`config.mk`:
```
export PLATFORM = sky130hd
export DESIGN_NAME = bus_control_sequencer
export DESIGN_NICKNAME = d
export VERILOG_FILES = /design/src/rtl/bus_control_sequencer.sv
export SDC_FILE = /design/constraint.sdc
export NUM_CORES = 1
export LEC_CHECK = 0
export CAP_MARGIN = 20
export CORE_MARGIN = 5
export CORE_UTILIZATION = 30
export CTS_BUF_LIST = sky130_fd_sc_hd__clkbuf_4 sky130_fd_sc_hd__clkbuf_8 sky130_fd_sc_hd__clkbuf_16
export CTS_CLUSTER_DIAMETER = 60
export CTS_CLUSTER_SIZE = 30
export DETAILED_ROUTE_END_ITERATION = 10
export PLACE_DENSITY = 0.57
export SLEW_MARGIN = 20
export SYNTH_ARGS = -nofsm -noshare
export SYNTH_HDL_FRONTEND = slang
export SYNTH_SLANG_ARGS = --single-unit
export TNS_END_PERCENT = 50
```
`constraint.sdc`:
```
create_clock -name clk -period 4.7 [get_ports clk]
set_input_delay 0.94 -clock clk [delete_from_list [all_inputs] [get_ports clk]]
set_output_delay 0.94 -clock clk [all_outputs]
set_load 0.02 [all_outputs]
```
`src/rtl/bus_control_sequencer.sv`:
```
// Instruction sequencer for the common-bus basic computer: walks fetch, decode,
// indirect and execute phases and decodes bus/strobe/ALU controls from state and IR.
module bus_control_sequencer #(
  parameter int ADDR_W = 12,
  parameter int SC_W   = 4
) (
  input  logic            clk,
  input  logic            rst,
  input  logic            start,
  input  logic [15:0]     ir,
  input  logic            e_flag,
  input  logic            ac_zero,
  input  logic            ac_neg,
  input  logic            dr_zero,
  output logic [2:0]      bus_sel,
  output logic            ld_ar,
  output logic            ld_pc,
  output logic            ld_ir,
  output logic            ld_dr,
  output logic            ld_ac,
  output logic            ld_e,
  output logic            inr_ar,
  output logic            inr_pc,
  output logic            inr_dr,
  output logic            inr_ac,
  output logic            mem_rd,
  output logic            mem_wr,
  output logic [3:0]      alu_op,
  output logic            busy,
  output logic            halted,
  output logic [SC_W-1:0] t_count
);

  // state  | meaning
  // IDLE   | out of reset, waiting for start
  // FETCH0 | AR <- PC
  // FETCH1 | IR <- M[AR], PC++
  // DECODE | AR <- IR address field, pick path
  // INDIR  | AR <- M[AR]
  // EXEC0  | first memory-reference execute cycle
  // EXEC1  | second execute cycle
  // EXEC2  | third execute cycle (ISZ write-back)
  // REGIO  | register-reference or I/O instruction
  // HALT   | stopped by HLT, waiting for start
  typedef enum logic [3:0] {
    IDLE, FETCH0, FETCH1, DECODE, INDIR, EXEC0, EXEC1, EXEC2, REGIO, HALT
  } state_t;

  localparam logic [2:0] BUS_NONE = 3'd0;
  localparam logic [2:0] BUS_AR   = 3'd1;
  localparam logic [2:0] BUS_PC   = 3'd2;
  localparam logic [2:0] BUS_DR   = 3'd3;
  localparam logic [2:0] BUS_AC   = 3'd4;
  localparam logic [2:0] BUS_IR   = 3'd5;
  localparam logic [2:0] BUS_MEM  = 3'd7;

  localparam logic [SC_W-1:0] SC_ONE = {{(SC_W-1){1'b0}}, 1'b1};
  localparam logic [SC_W-1:0] SC_MAX = {SC_W{1'b1}};

  state_t              state, state_next;
  logic                ind;
  logic [2:0]          opcode;
  logic [ADDR_W-1:0]   ref_bits;
  logic                running;

  assign ind      = ir[15];
  assign opcode   = ir[14:12];
  assign ref_bits = ir[ADDR_W-1:0];
  assign running  = (state != IDLE) && (state != HALT);
  assign busy     = running;
  assign halted   = (state == HALT);

  always_ff @(posedge clk or posedge rst) begin
    if (rst) begin
      state   <= IDLE;
      t_count <= '0;
    end else begin
      state <= state_next;
      if (state_next == FETCH0)
        t_count <= '0;
      else if (running && (t_count != SC_MAX))
        t_count <= t_count + SC_ONE;
    end
  end

  always_comb begin
    state_next = state;
    bus_sel    = BUS_NONE;
    ld_ar      = 1'b0;
    ld_pc      = 1'b0;
    ld_ir      = 1'b0;
    ld_dr      = 1'b0;
    ld_ac      = 1'b0;
    ld_e       = 1'b0;
    inr_ar     = 1'b0;
    inr_pc     = 1'b0;
    inr_dr     = 1'b0;
    inr_ac     = 1'b0;
    mem_rd     = 1'b0;
    mem_wr     = 1'b0;
    alu_op     = 4'b0000;
    case (state)
      IDLE, HALT: if (start) state_next = FETCH0;
      FETCH0: begin
        bus_sel    = BUS_PC;
        ld_ar      = 1'b1;
        state_next = FETCH1;
      end
      FETCH1: begin
        mem_rd     = 1'b1;
        bus_sel    = BUS_MEM;
        ld_ir      = 1'b1;
        inr_pc     = 1'b1;
        state_next = DECODE;
      end
      DECODE: begin
        if (opcode == 3'b111) begin
          state_next = REGIO;
        end else begin
          bus_sel    = BUS_IR;
          ld_ar      = 1'b1;
          state_next = ind ? INDIR : EXEC0;
        end
      end
      INDIR: begin
        mem_rd     = 1'b1;
        bus_sel    = BUS_MEM;
        ld_ar      = 1'b1;
        state_next = EXEC0;
      end
      EXEC0: begin
        state_next = FETCH0;
        case (opcode)
          3'b000, 3'b001, 3'b010, 3'b110: begin
            mem_rd     = 1'b1;
            bus_sel    = BUS_MEM;
            ld_dr      = 1'b1;
            state_next = EXEC1;
          end
          3'b011: begin
            bus_sel = BUS_AC;
            mem_wr  = 1'b1;
          end
          3'b100: begin
            bus_sel = BUS_AR;
            ld_pc   = 1'b1;
          end
          3'b101: begin
            bus_sel    = BUS_PC;
            mem_wr     = 1'b1;
            inr_ar     = 1'b1;
            state_next = EXEC1;
          end
          default: ;
        endcase
      end
      EXEC1: begin
        state_next = FETCH0;
        case (opcode)
          3'b000: begin alu_op = 4'b0000; ld_ac = 1'b1; end
          3'b001: begin alu_op = 4'b0001; ld_ac = 1'b1; ld_e = 1'b1; end
          3'b010: begin alu_op = 4'b0010; ld_ac = 1'b1; end
          3'b101: begin bus_sel = BUS_AR; ld_pc = 1'b1; end
          3'b110: begin inr_dr = 1'b1; state_next = EXEC2; end
          default: ;
        endcase
      end
      EXEC2: begin
        bus_sel    = BUS_DR;
        mem_wr     = 1'b1;
        inr_pc     = dr_zero;
        state_next = FETCH0;
      end
      REGIO: begin
        state_next = FETCH0;
        // Only the most significant set bit of the address field takes effect.
        if (ind) begin
          if (ref_bits[11]) begin alu_op = 4'b0110; ld_ac = 1'b1; end
        end else begin
          casez (ref_bits[11:0])
            12'b1???????????: begin alu_op = 4'b1111; ld_ac = 1'b1; end
            12'b01??????????: begin alu_op = 4'b1000; ld_e  = 1'b1; end
            12'b001?????????: begin alu_op = 4'b0011; ld_ac = 1'b1; end
            12'b0001????????: begin alu_op = 4'b0111; ld_e  = 1'b1; end
            12'b00001???????: begin alu_op = 4'b0100; ld_ac = 1'b1; ld_e = 1'b1; end
            12'b000001??????: begin alu_op = 4'b0101; ld_ac = 1'b1; ld_e = 1'b1; end
            12'b0000001?????: inr_ac = 1'b1;
            12'b00000001????: inr_pc = ~ac_neg;
            12'b000000001???: inr_pc = ac_neg;
            12'b0000000001??: inr_pc = ac_zero;
            12'b00000000001?: inr_pc = ~e_flag;
            12'b000000000001: state_next = HALT;
            default: ;
          endcase
        end
      end
      default: state_next = IDLE;
    endcase
  end

endmodule
```
==> metrics.yaml <==
cells_and_area:
  finalNetCount: 214
  drive_gt1_share_pct: 11.2
  final_common_cell: "clkdlybuf4s50_1"
  syn_to_final_growth_pct: 44.9
  antennaDiodeCount: 0
  final_cell_mix: "clkdlybuf4s50_1, nor2_1, a21oi_1"
  fin_area_sq_um: 1610
pwr:
  intPower_uw: 444
  ir_drop_mv: 0.349
  p_clk_share_pct: 9.4
  swShare_pct: 48.7
  switchingPower_uw: 422
  seqPwrFrac_pct: 21.3
  powerDensity_nw_per_um2: 538
  cellLeakagePower_uw: 0.000612
  p_comb_share_pct: 69.3
yosys:
  synthesis.area_per_instance_sq_um: 7.51
  synth_top_area_share_pct: 18.0
  yosysSeqAreaShare_pct: 18.0
  synth_seq_cells: 8
  ys_warn_count: 0
  async_reset_ff_share_pct: 100
  syn_area_sq_um: 1110
  ys_types: 52
  synthesis.nets: 172
  netlist_instances: 148
  synth_largest_area_cell: "dfrtp_1"
  synth_edf_count: 0
  synth.area.top_cells: "dfrtp_1, a21oi_1, nor2_1"
  ys.flop_type: "dfrtp_1"
setup_path:
  timing.critical_path.cells: "clkdlybuf4s50_1 > or2b_1 > nand2_1 > a21boi_0 > o221ai_1 > nand2b_1 > clkdlybuf4s50_1"
  crit_family: "buffers and inverters"
  critPathMaxStageDelay_ns: 0.66
  critPathRequiredTime_ns: 3.76
  path_common_cell: "clkdlybuf4s50_1"
  r2r_slack_ns: 2.63
  setup.worst_path.start_class: "primary input"
  end_kind: "output port"
  crit_buf_inv: 2
  worstSetupPathType: "in2out"
  cp_slowest_cell: "clkdlybuf4s50_1"
  arrival_ns: 3.02
  crit_path_max_fanout: 10
global_route:
  grt_usage_pct: 12.6
  grt_max_degree: 20
  grt.overflow.total: 0
  first_global_vias: 1213
  antenna_found_initial: 0
  grt_pass1_wl_um: 5220
clock_tree:
  ctsResizeCount: 0
  cts_setup_buffers: 0
  clk_latency_ns: 0.22
  clkSinkCount: 8
  htree_num_levels: 1
  clk_path_buf_depth: 2
  clk_pin_slew_worst_paths_ns: 0.04
  cts_tree: "done"
  cts_buffers: 3
  cts_root_buffer: "clkbuf_8"
  hold_buffers: 0
placement:
  gp_congestion: 0.849
  io_buffers: 47
  dp_hpwl_um: 2590
  place_area_sq_um: 1570
routing:
  vias: 1228
  first_pass_iters: 4
  dr.first_iter.drc_count: 34
  vias_per_cell: 5.20
  wl_per_cell_um: 13.9
  drt_wl_total_um: 3290
  drt_drc_violations_left: 0
  postRouteAntennaNets: 0
floorplanning:
  die_area_sq_um: 5020
  rows: 22
  die_h_um: 70.9
  ioPinCount: 48
  core_sq_um: 3630
  fp.dieW_um: 70.9
  start_util_pct: 30.6
sta:
  tightest_slew_ns: 0.654
  finalCritPeriodShare_pct: 84.3
  grt_setup_unrepaired: "false"
  slew_headroom_pct: 56.4
  tns_ns: 0
  slew_viol_final: 0
  max_freq_mhz: 252
  fin_skew_ns: 0.00216
  hold_viol_final: 0
  setup_viol: 0
  layout_min_cycle_time_ns: 3.96
flow_run:
  maxCapViolations: 0
status:
  outcome: "finished clean"
hold_path:
  worst_hold_path_type: "reg2reg"
## tightest hold or removal path: stages, from the launching register on
cell and delay [ns]:
dfrtp_1 0.40, nand2_1 0.07, a21oi_1 0.05
## path summary, 6_finish.rpt
kind / start / to / cells after the start
worst min register to register: t_count[1] / t_count[1] / 2
worst max register to register: state[2] / t_count[2] / 5
worst max-delay path: ir[13] / bus_sel[0] / 7
max in group asynchronous: rst / t_count[3] / 2
min in group asynchronous: rst / t_count[0] / 2
worst min-delay path: t_count[1] / t_count[1] / 2
## kinds of logic after synthesis
group | after synthesis | share of synthesized area (%)
buf+inv | 19 | 9.57
compound gates | 38 | 24.7
xor+xnor | 4 | 3.15
fa+ha+maj | 1 | 1.13
flops | 8 | 18.0
simple gates | 76 | 41.7
mux | 2 | 1.80
## power groups by stage
stage	combinational, uW	sequential (uW)	clock (uW)
2_1_floorplan	437	145	0
5_1_grt	652	191	87.8
6_report	601	185	81.1
4_1_cts	608	185	83.1
3_3_place_gp	600	181	0
3_5_place_dp	603	186	0
## registers in the layout (all words and copies together), names as in the netlist
signal and count:
state 4, t_count 4
## routing by layer
layer | vias up | share of wire [%] | global-route usage, %
li1 | 618 | - | -
met3 | 2 | 6.1 | 3.41
met2 | 39 | 48 | 21.5
met4 | 0 | 0.52 | 4.18
met5 | - | 0 | 0
met1 | 569 | 46 | 15.2
## synth_stat cells (2+ instances only)
cell type	number
nor2_1	17
a21oi_1	14
nand2_1	11
nor3_1	11
dfrtp_1	8
inv_1	8
nand2b_1	7
o21ai_0	7
buf_2	4
nand3_1	4
buf_6	3
nor4_1	3
or3_1	3
xor2_1	3
a211oi_2	2
buf_4	2
mux2i_1	2
nand4_1	2
nor4_4	2
o31ai_1	2
or2_2	2
## final cells by class
| type | count | area [sq um] |
|---|---|---|
| Multi-Input combinational cell | 121 | 805 |
| Inverter | 9 | 33.8 |
| Timing Repair Buffer | 47 | 470 |
| Tap cell | 48 | 60.1 |
| Sequential cell | 8 | 200 |
| Clock buffer | 3 | 41.3 |
| Fill cell | 395 | 2020 |
## metrics by stage
step	instances	util, %	hold slack [ns]	power [uW]	setup WS (ns)
after global routing	236	44.3	0.609	930	0.630
final	236	44.3	0.567	867	0.738
after global placement	233	43.2	0.561	781	0.801
after detailed placement	233	43.2	0.566	788	0.751
after floorplan	148	-	0.638	582	1.59
after CTS	236	44.3	0.572	876	0.752
(Power assumes the default switching activity.)
